[src/rtl/upsp_sched_pkg.sv]
// Shared types and sizing helpers for the upsampler write scheduler.
package upsp_sched_pkg;

    typedef enum logic [1:0] {
        IDLE  = 2'd0,
        RUN   = 2'd1,
        FLUSH = 2'd2
    } sched_state_e;

    localparam int MIN_CNT_W = 1;

    function automatic int beats_per_row(input int dstWidth, input int pixPerBeat);
        return dstWidth / pixPerBeat;
    endfunction

    // A counter over n values never collapses below one bit.
    function automatic int cnt_width(input int n);
        return (n <= 2) ? MIN_CNT_W : $clog2(n);
    endfunction

endpackage

[src/rtl/upsp_sched_outreg.sv]
// Single-stage valid/ready output register carrying {tuser, tlast, tdata}.
module upsp_sched_outreg #(
    parameter int WIDTH = 98
) (
    input  logic             clk,
    input  logic             rst,
    input  logic             load_i,
    input  logic [WIDTH-1:0] data_i,
    input  logic             ready_i,
    output logic             valid_o,
    output logic [WIDTH-1:0] data_o,
    output logic             canAccept_o
);

    logic             valid_q;
    logic [WIDTH-1:0] data_q;

    // Payload is held while valid and not accepted; a load replaces it on handshake.
    always_ff @(posedge clk) begin
        if (rst) begin
            valid_q <= 1'b0;
            data_q  <= '0;
        end else if (load_i) begin
            valid_q <= 1'b1;
            data_q  <= data_i;
        end else if (ready_i) begin
            valid_q <= 1'b0;
        end
    end

    assign valid_o     = valid_q;
    assign data_o      = data_q;
    assign canAccept_o = !valid_q || ready_i;

endmodule

[src/rtl/upsp_wr_scheduler.sv]
// Strict round-robin scheduler merging upsampler unit beats into one raster-ordered AXI-Stream.
module upsp_wr_scheduler
    import upsp_sched_pkg::*;
#(
    parameter int N_PARALLEL         = 4,
    parameter int UPSP_WRTDATA_WIDTH = 96,
    parameter int PIX_PER_BEAT       = 4,
    parameter int GRANT_BEATS        = 2,
    parameter int DST_IMG_WIDTH      = 3840,
    parameter int DST_IMG_HEIGHT     = 2160
) (
    input  logic                                     clk,
    input  logic                                     rst,
    input  logic                                     crf_ac_UPSTART,
    output logic                                     sched_busy,
    output logic                                     sched_done,
    input  logic [N_PARALLEL-1:0]                    upsp_ac_wvalid,
    input  logic [N_PARALLEL*UPSP_WRTDATA_WIDTH-1:0] upsp_ac_wdata,
    output logic [N_PARALLEL-1:0]                    ac_upsp_wready,
    output logic                                     ac_m_axis_tvalid,
    output logic [UPSP_WRTDATA_WIDTH-1:0]            ac_m_axis_tdata,
    output logic                                     ac_m_axis_tlast,
    output logic                                     ac_m_axis_tuser,
    input  logic                                     ac_m_axis_tready,
    output logic [$clog2(N_PARALLEL)-1:0]            sched_grant
);

    localparam int W             = UPSP_WRTDATA_WIDTH;
    localparam int BEATS_PER_ROW = beats_per_row(DST_IMG_WIDTH, PIX_PER_BEAT);
    localparam int GRANT_W       = cnt_width(N_PARALLEL);
    localparam int BEAT_W        = cnt_width(GRANT_BEATS);
    localparam int COL_W         = cnt_width(BEATS_PER_ROW);
    localparam int ROW_W         = cnt_width(DST_IMG_HEIGHT);

    localparam logic [GRANT_W-1:0] GRANT_MAX = GRANT_W'(N_PARALLEL - 1);
    localparam logic [BEAT_W-1:0]  BEAT_MAX  = BEAT_W'(GRANT_BEATS - 1);
    localparam logic [COL_W-1:0]   COL_MAX   = COL_W'(BEATS_PER_ROW - 1);
    localparam logic [ROW_W-1:0]   ROW_MAX   = ROW_W'(DST_IMG_HEIGHT - 1);

    if (BEATS_PER_ROW % (N_PARALLEL * GRANT_BEATS) != 0) begin : g_illegal
        $error("BEATS_PER_ROW must be a multiple of N_PARALLEL*GRANT_BEATS");
    end

    sched_state_e       state_q, state_d;
    logic [GRANT_W-1:0] grant_q, grant_d;
    logic [BEAT_W-1:0]  beatCnt_q, beatCnt_d;
    logic [COL_W-1:0]   colCnt_q, colCnt_d;
    logic [ROW_W-1:0]   rowCnt_q, rowCnt_d;

    logic [W-1:0] unitData [N_PARALLEL];
    logic         canAccept;
    logic         canLoad;
    logic         transfer;
    logic         lastBeat;
    logic         rowStart;

    for (genvar i = 0; i < N_PARALLEL; i++) begin : g_slice
        assign unitData[i] = upsp_ac_wdata[i*W +: W];
    end

    assign canLoad  = (state_q == RUN) && canAccept;
    assign transfer = canLoad && upsp_ac_wvalid[grant_q];
    assign lastBeat = (colCnt_q == COL_MAX) && (rowCnt_q == ROW_MAX);
    assign rowStart = (colCnt_q == '0) && (rowCnt_q == '0);

    always_comb begin
        ac_upsp_wready          = '0;
        ac_upsp_wready[grant_q] = canLoad;
    end

    upsp_sched_outreg #(
        .WIDTH (W + 2)
    ) u_outreg (
        .clk         (clk),
        .rst         (rst),
        .load_i      (transfer),
        .data_i      ({rowStart, colCnt_q == COL_MAX, unitData[grant_q]}),
        .ready_i     (ac_m_axis_tready),
        .valid_o     (ac_m_axis_tvalid),
        .data_o      ({ac_m_axis_tuser, ac_m_axis_tlast, ac_m_axis_tdata}),
        .canAccept_o (canAccept)
    );

    always_ff @(posedge clk) begin
        if (rst) begin
            state_q   <= IDLE;
            grant_q   <= '0;
            beatCnt_q <= '0;
            colCnt_q  <= '0;
            rowCnt_q  <= '0;
        end else begin
            state_q   <= state_d;
            grant_q   <= grant_d;
            beatCnt_q <= beatCnt_d;
            colCnt_q  <= colCnt_d;
            rowCnt_q  <= rowCnt_d;
        end
    end

    // Counters only move on a unit transfer; the frame's last transfer rewinds them for the next frame.
    always_comb begin
        state_d    = state_q;
        grant_d    = grant_q;
        beatCnt_d  = beatCnt_q;
        colCnt_d   = colCnt_q;
        rowCnt_d   = rowCnt_q;
        sched_done = 1'b0;
        case (state_q)
            IDLE: begin
                if (crf_ac_UPSTART) state_d = RUN;
            end
            RUN: begin
                if (transfer) begin
                    if (lastBeat) begin
                        state_d   = FLUSH;
                        grant_d   = '0;
                        beatCnt_d = '0;
                        colCnt_d  = '0;
                        rowCnt_d  = '0;
                    end else begin
                        if (beatCnt_q == BEAT_MAX) begin
                            beatCnt_d = '0;
                            grant_d   = (grant_q == GRANT_MAX) ? '0 : grant_q + 1'b1;
                        end else begin
                            beatCnt_d = beatCnt_q + 1'b1;
                        end
                        if (colCnt_q == COL_MAX) begin
                            colCnt_d = '0;
                            rowCnt_d = rowCnt_q + 1'b1;
                        end else begin
                            colCnt_d = colCnt_q + 1'b1;
                        end
                    end
                end
            end
            FLUSH: begin
                if (ac_m_axis_tvalid && ac_m_axis_tready) begin
                    state_d    = IDLE;
                    sched_done = 1'b1;
                end
            end
            default: state_d = IDLE;
        endcase
    end

    assign sched_busy  = (state_q != IDLE);
    assign sched_grant = grant_q;

endmodule

[config.mk]
export PLATFORM = sky130hd
export DESIGN_NAME = upsp_wr_scheduler
export DESIGN_NICKNAME = d
export VERILOG_FILES = /design/src/rtl/upsp_sched_pkg.sv /design/src/rtl/upsp_sched_outreg.sv /design/src/rtl/upsp_wr_scheduler.sv
export SDC_FILE = /design/constraint.sdc
export NUM_CORES = 1
export LEC_CHECK = 0
export CAP_MARGIN = 20
export CORE_AREA = 2 2 193 195
export DETAILED_ROUTE_END_ITERATION = 16
export DIE_AREA = 0 0 195 197
export PLACE_DENSITY = 0.63
export SLEW_MARGIN = 20
export SYNTH_ARGS = -nofsm -noshare
export SYNTH_HDL_FRONTEND = slang
export SYNTH_SLANG_ARGS = --single-unit
[constraint.sdc]
create_clock -name clk -period 2.05 [get_ports clk]
set_input_delay 0.615 -clock clk [delete_from_list [all_inputs] [get_ports clk]]
set_output_delay 0.615 -clock clk [all_outputs]
set_load 0.01 [all_outputs]
* Word level (Yosys, flattened, before mapping)
Index checks and enable logic that the tools add are counted.
** Operators by class
- Reductions and logical operators :: 19
- Magnitude comparators :: 3
- $add $sub $neg :: 4
- Muxes and demuxes :: 25
- Bitwise gates (word level) :: 2
- Equal/unequal tests :: 9
** Operators with widths (number)
- binary-select mux 96 bit (select 2 bit) :: 1
- 2-to-1 mux 96 bit :: 2
- 2-to-1 mux 12 bit :: 2
- 2-to-1 mux 10 bit :: 2
- 2-to-1 mux 2 bit :: 7
- adder 12 x 1 -> 12 bit (second input constant) :: 1
- == test 12 bit (second input constant) :: 1
- zero test 12 bit :: 1
- adder 10 x 1 -> 10 bit (second input constant) :: 1
- == test 10 bit (second input constant) :: 1
- zero test 10 bit :: 1
- 2-to-1 mux 1 bit :: 8
- != test 2 bit (second input constant) :: 4
- nonzero test 2 bit :: 4
- logical AND 1 bit :: 6
- one-hot mux 2 bit (3 select lines) :: 1
- AND reduction 3 bit :: 2
- AND 4 bit :: 1
- == test 2 bit (second input constant) :: 2
- AND reduction 4 bit :: 1
- >= comparator 3 bit (second input constant) :: 1
- less-than comparator 2 x 3 -> 1 bit (second input constant) :: 1
- NOT 2 -> 3 bit :: 1
- adder 2 x 1 -> 2 bit (second input constant) :: 1
- 9 further kinds :: 9
** Word-level totals
- Output and inout port bits :: 107
- Flip-flop bits (word level) :: 126
- Bits of input ports :: 392
- Word-level logic and storage cells :: 69

* Longest topological paths before layout
Gate-level depths: netlist of the first run.
- Word-level depth :: 6
- Gate-level depth with buffers :: 8
- Depth with buffers taken out :: 7

* Cells and area by module
Synthesis of the first run repeated with hierarchy kept, for this count alone.
** Second synthesis, totals
- Cell total of the unflattened synthesis :: 617
- Area total of the unflattened synthesis :: 7254.5 µm²
** Modules (own cells, without submodules)
- upsp_wr_scheduler :: sequential area each 540.5 µm², area an instance 3769.9 µm², times used 1, cells an instance 297
- upsp_sched_outreg :: sequential area each 1981.9 µm², area an instance 3484.6 µm², times used 1, cells an instance 320

* Least setup slack after synthesis of the first run
OpenSTA, ideal clock, no wires.
- Path type :: register to output
- Start :: register grant_q[1] (netlist: sched_grant[1])
- End :: output port ac_upsp_wready[1]
- Required time :: 1435 ps
- Buffers on the path :: 3
- Setup slack :: -231 ps
- Data arrival time :: 1666 ps
- Stages on the path, launching flop included :: 7
- Cells stage by stage :: dfxtp_1 -> clkbuf_1 -> buf_2 -> buf_1 -> inv_1 -> ha_1 -> and3_1
** On the way
- Word-level cells in the longest chain between the ends :: 5
- Elaborated cells between the ends (all ways) :: 6
- Those cells by class :: order compare (2); mux (2); bitwise (1); reduce/logical (1)
** Ends and longest elaborated chain
- start: declaration :: RTL line upsp_wr_scheduler.sv:45 : logic [GRANT_W-1:0] grant_q, grant_d;
- start signal: assignment :: RTL line upsp_wr_scheduler.sv:93 : grant_q <= grant_d;
- less-than comparator 2 x 3 -> 1 bit (implied by the code) or >= comparator 2 x 1 -> 1 bit (tied branches) :: RTL line upsp_wr_scheduler.sv:68 : ac_upsp_wready[grant_q] = canLoad;
- logical AND 1 bit (implied by the code) :: RTL line upsp_wr_scheduler.sv:68
- 2-to-1 mux 1 bit (implied by the code) :: RTL line upsp_wr_scheduler.sv:68
- demux 1 bit (select 2 bit) (*) :: RTL line upsp_wr_scheduler.sv:68
- AND 4 bit (no source line) (*)
- end: declaration :: RTL line upsp_wr_scheduler.sv:19 : output logic [N_PARALLEL-1:0] ac_upsp_wready,
Mark *: on every way between the ends. The rest lies on a longest branch, timed or not.

* Worst setup path in the final report of the first run
- Start :: input port upsp_ac_wvalid[0]
- End :: register beatCnt_q
** On the way
- Word-level cells in the longest chain between the ends :: 4
** Ends and longest elaborated chain
- start: declaration :: RTL line upsp_wr_scheduler.sv:17 : input logic [N_PARALLEL-1:0] upsp_ac_wvalid,
- binary-select mux 1 bit (select 2 bit) :: RTL line upsp_wr_scheduler.sv:62 : assign transfer = canLoad && upsp_ac_wvalid[grant_q];
- 2-to-1 mux 1 bit (implied by the code) :: RTL line upsp_wr_scheduler.sv:62
- logical AND 1 bit :: RTL line upsp_wr_scheduler.sv:62
- AND reduction 2 bit (no source line)
- end signal: assignment :: RTL line upsp_wr_scheduler.sv:94 : beatCnt_q <= beatCnt_d;
- end: declaration :: RTL line upsp_wr_scheduler.sv:46 : logic [BEAT_W-1:0] beatCnt_q, beatCnt_d;
No other way between the ends. The select of a mux whose other input is x is not followed.
A chain may end at the register's enable or synchronous reset.

==> run_results.csv, run 1 <==
group,metric,value,unit
final_layout,syn_to_final_growth,92.7,%
clock_network,clk_pin_slew,60,ps
yosys,synth_top_cell_area_share,35.1,%
yosys,synth_cells,737,
status,status,"complete, but fails checks",
flow_run,max_cap_viol_count,0,
worst_setup_path,timing.critical_path.required,2380,ps
power_and_ir_drop,power-per-cell-area,557,nW/um^2
yosys,synth-edff-count,0,
sta,worst_slew_margin_relative_to_its_limit,58.6,%
placed_design,buffer_ports.inserted,498,
floorplan,die_h,197,um
routing,drt.antenna.violating_nets,0,
placed_design,dpl_worst_slack,-641,ps
yosys,synth_top_flop_cell,"dfxtp_1",
routing,detailroute.via_count,7900,
yosys,async_reset_ff_share,0,%
yosys,synth.area.top_cells,"dfxtp_1 (35%), mux4_2 (30%), nand2_1 (11%)",
clock_network,holdBufCountCts,0,
clock_network,cts_max_path_buffers,2,
worst_setup_path,crit_path_end_kind,"flip-flop",
yosys,synth_area,7190,sq um
sta,period_needed,2060,ps
placed_design,dpl.hpwl,26.7,mm
yosys,synth.lib_cells_used.distinct,39,
worst_setup_path,path_class,"input pin to flip-flop",
sta,max_freq,486,MHz
floorplan,design.core.area,36300,sq um
yosys,yosys.area.top_type,"dfxtp_1",
final_layout,final_layout_size_suffix_gt1_share,16.8,%
final_layout,finish.net_count,1638,
yosys,ys.warnings.count,0,
routing,detail_route.wirelength,34.5,mm
grt,number_of_global_route_vias_before_repair,8049,
floorplan,top_level_ports,499,
routing,detail_route.iter0.violations,395,
routing,wl_per_cell,20.0,um
sta,fin_hold_viols,0,
sta,rsz_0062_raised_after_global_routing,"true",
power_and_ir_drop,peakVddDrop,0.513,mV
floorplan,die_area,38400,sq um
floorplan,initial_core_utilization,19.8,%
clock_network,tritoncts,"built",
placed_design,numPlacedInstances,1676,
floorplan,floorplan.die.width,195,um
yosys,synthesized_nets,1137,
grt,grt_usage,16.5,%
sta,post-route-period-util,100,%
clock_network,cts_root_buffer,"clkbuf_16",
status,violations,"setup timing",
worst_setup_path,worst_ep_arrival_time,2390,ps
hold_path,worstHoldPathType,"flip-flop to flip-flop",
clock_network,htree_levels,4,
sta,skew,19.4,ps
grt,initial_antenna_violation_count,4,
routing,drt-pass1-iter-count,5,
grt,grt_start_max_net_pins,54,
worst_setup_path,critPathLaunchType,"input pin",
final_layout,layout.cells.most_common,"clkdlybuf4s50_1",
final_layout,highest_count_cells_in_the_layout_ignoring_fill_and_taps,"clkdlybuf4s50_1 (486), nand2_1 (207), dfxtp_1 (122), a21oi_1 (109), mux4_2 (97)",
grt,grt.overflow.total,0,
sta,timing_worst_slew_pin_value,621,ps
floorplan,placementRows,70,
clock_network,numClockSinks,126,
routing,drc,0,
clock_network,clock_latency,430,ps
clock_network,cts-buffers-inserted,17,
routing,route.detailed.vias_per_inst,4.59,
sta,setup_viol,1,
placed_design,globalplace.congestion,0.871,
power_and_ir_drop,total_leakage_power,0.00468,uW
final_layout,final_cell_count_no_fill,1722,
sta,finalMaxSlewViolations,0,
sta,fin_setup_tns,-6.79,ps
yosys,syn_area_per_cell,9.76,sq um
yosys,portion_of_the_post_synthesis_area_used_by_sequential_elements,35.1,%
sta,layout_setup_ws,-6.79,ps
grt,grt_pass1_wl,47.8,mm
yosys,ys_ff_latch,126,
worst_setup_path,path_max_fanout,8,
==> power by group <==
group	internal, uW	leakage [uW]	switching, uW
clock	2110	0.000309	1260
sequential	2540	0.00103	55.1
combinational	1180	0.00334	577
total	5830	0.00468	1890
==> synth_stat cells (2+ instances only) <==
| cell type | instances |
|---|---|
| nor4_1 | 5 |
| nor2b_1 | 2 |
| nor2_1 | 13 |
| nand4_1 | 6 |
| o21ai_0 | 9 |
| or3_1 | 5 |
| ha_1 | 8 |
| clkbuf_1 | 24 |
| nand2_1 | 209 |
| xor2_1 | 4 |
| nand3_1 | 11 |
| a21oi_1 | 112 |
| dfxtp_1 | 126 |
| buf_4 | 2 |
| nor4b_1 | 2 |
| or2_2 | 2 |
| xnor2_1 | 7 |
| a22o_1 | 2 |
| nand3b_1 | 4 |
| a31oi_1 | 2 |
| and3_1 | 8 |
| inv_1 | 8 |
| or4_1 | 5 |
| buf_1 | 9 |
| buf_2 | 29 |
| mux4_2 | 97 |
| nor3_1 | 14 |
==> critical path, stage by stage <==
cell and delay (ps):
clkdlybuf4s50_1 410, mux4_2 510, and3_4 200, buf_6 140, and2_4 160, buf_4 150, a211oi_2 200
==> path summary, 6_finish.rpt <==
check,startpoint,endpoint,slack [ps],cells after the start
min,u_outreg.data_o[53],u_outreg.data_o[53],450,2
max reg2reg,sched_grant[0],beatCnt_q,60,7
min reg2reg,u_outreg.data_o[53],u_outreg.data_o[53],450,2
max,upsp_ac_wvalid[0],beatCnt_q,-7,7
==> flip-flops by register name, summed over array words and instances (netlist names) <==
register,flops
sched_grant,2
beatCnt_q,1
u_outreg.data_o,98
colCnt_q,10
u_outreg.valid_o,1
state_q,2
rowCnt_q,12
==> final cells by class <==
cell class	instances	area (sq um)
inverters	8	30.0
clock inverters	13	189
well taps	468	586
repair buffers	546	5630
flip-flops and latches	126	2530
clock buffers	19	453
multi-input cells	539	4430
diodes	3	7.51
fillers	3674	22400
==> stage by stage <==
| stage | hold WS [ps] | area, sq um | utilization [%] | power [uW] |
|---|---|---|---|---|
| finish | 451 | 13900 | 38.2 | 7720 |
| global route | 469 | 13900 | 38.2 | 8020 |
| CTS | 454 | 13600 | 37.6 | 7770 |
| detailed placement | 446 | 12900 | 35.6 | 4340 |
| global placement | 441 | 12900 | 35.6 | 4320 |
| floorplan | 451 | 7200 | - | 3190 |
==> logic make-up (layout without fill, tap and decap cells) <==
kind of cell             after synthesis  after routing  synth area share [%]
multiplexers                          98             98                  30.5
XOR/XNOR                              11             11                  1.34
buffers and inverters                 72            586                  4.37
AND/OR/NAND/NOR                      295            295                  18.2
other                                  0              3                     0
AO/OA/AOI/OAI                        127            127                  9.10
flip-flops                           126            126                  35.1
adder cells (fa/ha/maj)                8              8                  1.39
==> metal layers <==
layer,wire length [um],global-route usage (%),vias up
li1,-,-,3698
met4,750,6.19,0
met3,2030,3.80,34
met2,17800,29.1,307
met5,0,0,-
met1,13900,19.5,3861
==> timing repair <==
item / in CTS / in global routing
gates resized for setup: 35 / 23
setup endpoints to repair: 79 / 90
pin swaps: 2 / 1
gates cloned: 1 / 7
setup buffers: 3 / 0
Note: power is estimated with default switching activity, not from simulation.
==> run 2, diff against run 1 <==
Settings changed: GPL_ROUTABILITY_DRIVEN from default to 1, SETUP_SLACK_MARGIN from default to 0.1.
==> run_results.csv, run 2 (synthesis gave the netlist of run 1 again) <==
group,metric,value,unit
placed_design,dpl_worst_slack,-736,ps
floorplan,design.core.area,36300,sq um
floorplan,placementRows,70,
power_and_ir_drop,peakVddDrop,0.486,mV
placed_design,globalplace.congestion,0.848,
power_and_ir_drop,power-per-cell-area,521,nW/um^2
floorplan,initial_core_utilization,19.8,%
power_and_ir_drop,total_leakage_power,0.00585,uW
power_and_ir_drop,power.internal,5840,uW
placed_design,buffer_ports.inserted,498,
final_layout,final_layout_size_suffix_gt1_share,28.1,%
clock_network,clk_pin_slew,60,ps
final_layout,final_cell_count_no_fill,1757,
power_and_ir_drop,comb_power_share,24.3,%
routing,route.detailed.vias_per_inst,4.56,
sta,timing_worst_slew_pin_value,711,ps
clock_network,numClockSinks,126,
sta,rsz_0062_raised_after_global_routing,"true",
sta,fin_hold_viols,0,
status,status,"finished clean",
final_layout,largest_reg_flops,98,
sta,finalMaxSlewViolations,0,
sta,layout_setup_ws,20.5,ps
routing,wl_per_cell,19.6,um
routing,drc,0,
routing,detail_route.wirelength,34.5,mm
hold_path,worstHoldPathType,"flip-flop to flip-flop",
worst_setup_path,reg2reg_from,"sched_grant[0]",
worst_setup_path,worst-path-buf-inv,5,
clock_network,cts_root_buffer,"clkbuf_16",
power_and_ir_drop,p_sw,1880,uW
grt,grt.overflow.total,0,
routing,drt.antenna.violating_nets,0,
flow_run,max_cap_viol_count,0,
floorplan,die_area,38400,sq um
worst_setup_path,critical-path-max-stage-delay,510,ps
power_and_ir_drop,share_seq_of_total_power,33.9,%
final_layout,layout.cells.most_common,"clkdlybuf4s50_1",
worst_setup_path,timing.critical_path.required,2400,ps
placed_design,numPlacedInstances,1682,
sta,worst_slew_margin_relative_to_its_limit,52.6,%
grt,grt_pass1_wl,48.2,mm
clock_network,clock_latency,420,ps
grt,grt_usage,16.8,%
worst_setup_path,path_max_fanout,7,
power_and_ir_drop,clock_power_share,41.8,%
sta,skew,13.2,ps
worst_setup_path,slowest_stage,"mux4_2",
routing,detailroute.via_count,8017,
floorplan,top_level_ports,499,
sta,max_freq,493,MHz
routing,drt-pass1-iter-count,4,
final_layout,finish.net_count,1672,
worst_setup_path,path_class,"input pin to flip-flop",
worst_setup_path,crit_path_end_kind,"flip-flop",
sta,post-route-period-util,99.0,%
clock_network,tritoncts,"built",
routing,detail_route.iter0.violations,352,
clock_network,htree_levels,4,
clock_network,cts-buffers-inserted,17,
sta,setup_viol,0,
grt,initial_antenna_violation_count,7,
power_and_ir_drop,power_switching_share,24.3,%
sta,period_needed,2030,ps
final_layout,syn_to_final_growth,106,%
clock_network,holdBufCountCts,0,
worst_setup_path,worst_ep_arrival_time,2380,ps
floorplan,floorplan.die.width,195,um
floorplan,die_h,197,um
worst_setup_path,timing.critical_path.cells,"clkdlybuf4s50_1 -> mux4_2 -> buf_6 -> nand3_4 -> buf_8 -> buf_12 -> clkbuf_16 -> nand2_1 -> a21oi_1",
grt,grt_start_max_net_pins,53,
placed_design,dpl.hpwl,26.7,mm
hold_path,hold_path_startpoint,"u_outreg.data_o[23]",
grt,number_of_global_route_vias_before_repair,8151,
worst_setup_path,critPathLaunchType,"input pin",
worst_setup_path,worst_path_dominant_cell_family,"buffers and inverters",
worst_setup_path,worst_setup_path_startpoint,"upsp_ac_wvalid[1]",
final_layout,highest_count_cells_in_the_layout_ignoring_fill_and_taps,"clkdlybuf4s50_1 (392), nand2_1 (149), dfxtp_1 (121), mux4_2 (97), dlygate4sd2_1 (65)",
clock_network,cts_max_path_buffers,2,
==> run 2: path summary, 6_finish.rpt <==
| check | endpoint | slack, ps | depth (start not counted) |
|---|---|---|---|
| min | u_outreg.data_o[23] | 450 | 2 |
| max reg2reg | u_outreg.data_o[17] | 50 | 9 |
| min reg2reg | u_outreg.data_o[23] | 450 | 2 |
| max | u_outreg.data_o[17] | 20 | 9 |
==> run 2: power groups by stage <==
| stage | registers, uW | clock network [uW] | logic, uW |
|---|---|---|---|
| after detailed placement | 2650 | 0 | 1680 |
| after CTS | 2600 | 3320 | 1760 |
| after global placement | 2650 | 0 | 1670 |
| after global routing | 2630 | 3420 | 1980 |
| after floorplan | 2690 | 0 | 505 |
| final | 2620 | 3230 | 1880 |
==> run 2: area by class of cell <==
class,count,area (sq um)
fill,3550,21400
tap,468,586
antenna,5,12.5
clock inverter,10,164
sequential,126,2530
multi-input combinational,539,5020
inverter,8,30.0
clock buffer,21,450
timing repair buffer,580,6020
==> run 2: timing repair <==
action / 4_1_cts / 5_1_grt
setup buffers: 11 / 18
setup endpoints to repair: 193 / 158
gates resized for setup: 167 / 176
cloned: 5 / 5
hold endpoints to repair: 0 / 0
pin swaps: 29 / 97
==> run 2: per-layer routing <==
metal | vias to the layer above | track usage [%] | wire length, um
li1 | 3771 | - | -
met1 | 3893 | 19.6 | 13500
met2 | 307 | 29.1 | 18000
met3 | 46 | 4.12 | 2010
met4 | 0 | 7.38 | 932
met5 | - | 0 | 0
==> run 2: stage by stage <==
step | TNS [ps] | hold WS [ps] | total power, uW | util [%] | cell area [sq um]
finish | 0 | 446 | 7720 | 40.9 | 14800
global route | -46.8 | 461 | 8040 | 40.9 | 14800
CTS | -272 | 449 | 7680 | 38.4 | 13900
detailed placement | -61500 | 445 | 4340 | 35.7 | 12900
global placement | -58150 | 441 | 4320 | 35.7 | 12900
floorplan | 0 | 451 | 3190 | - | 7230
==> run 2: worst register-to-register path: stages, from the launching register on <==
cell       delay [ps]
dfxtp_4           390
buf_6             120
mux4_2            550
buf_6             160
nand3_4           110
buf_8             160
buf_12            120
clkbuf_16         160
nand2_1            60
a21oi_1           110
==> run 3, diff against run 2 <==
Settings changed: ABC_CLOCK_PERIOD_IN_PS from default to 2050.
==> results of run 3 <==
The final DEF is identical to that of run 2; final timing and power are the same.
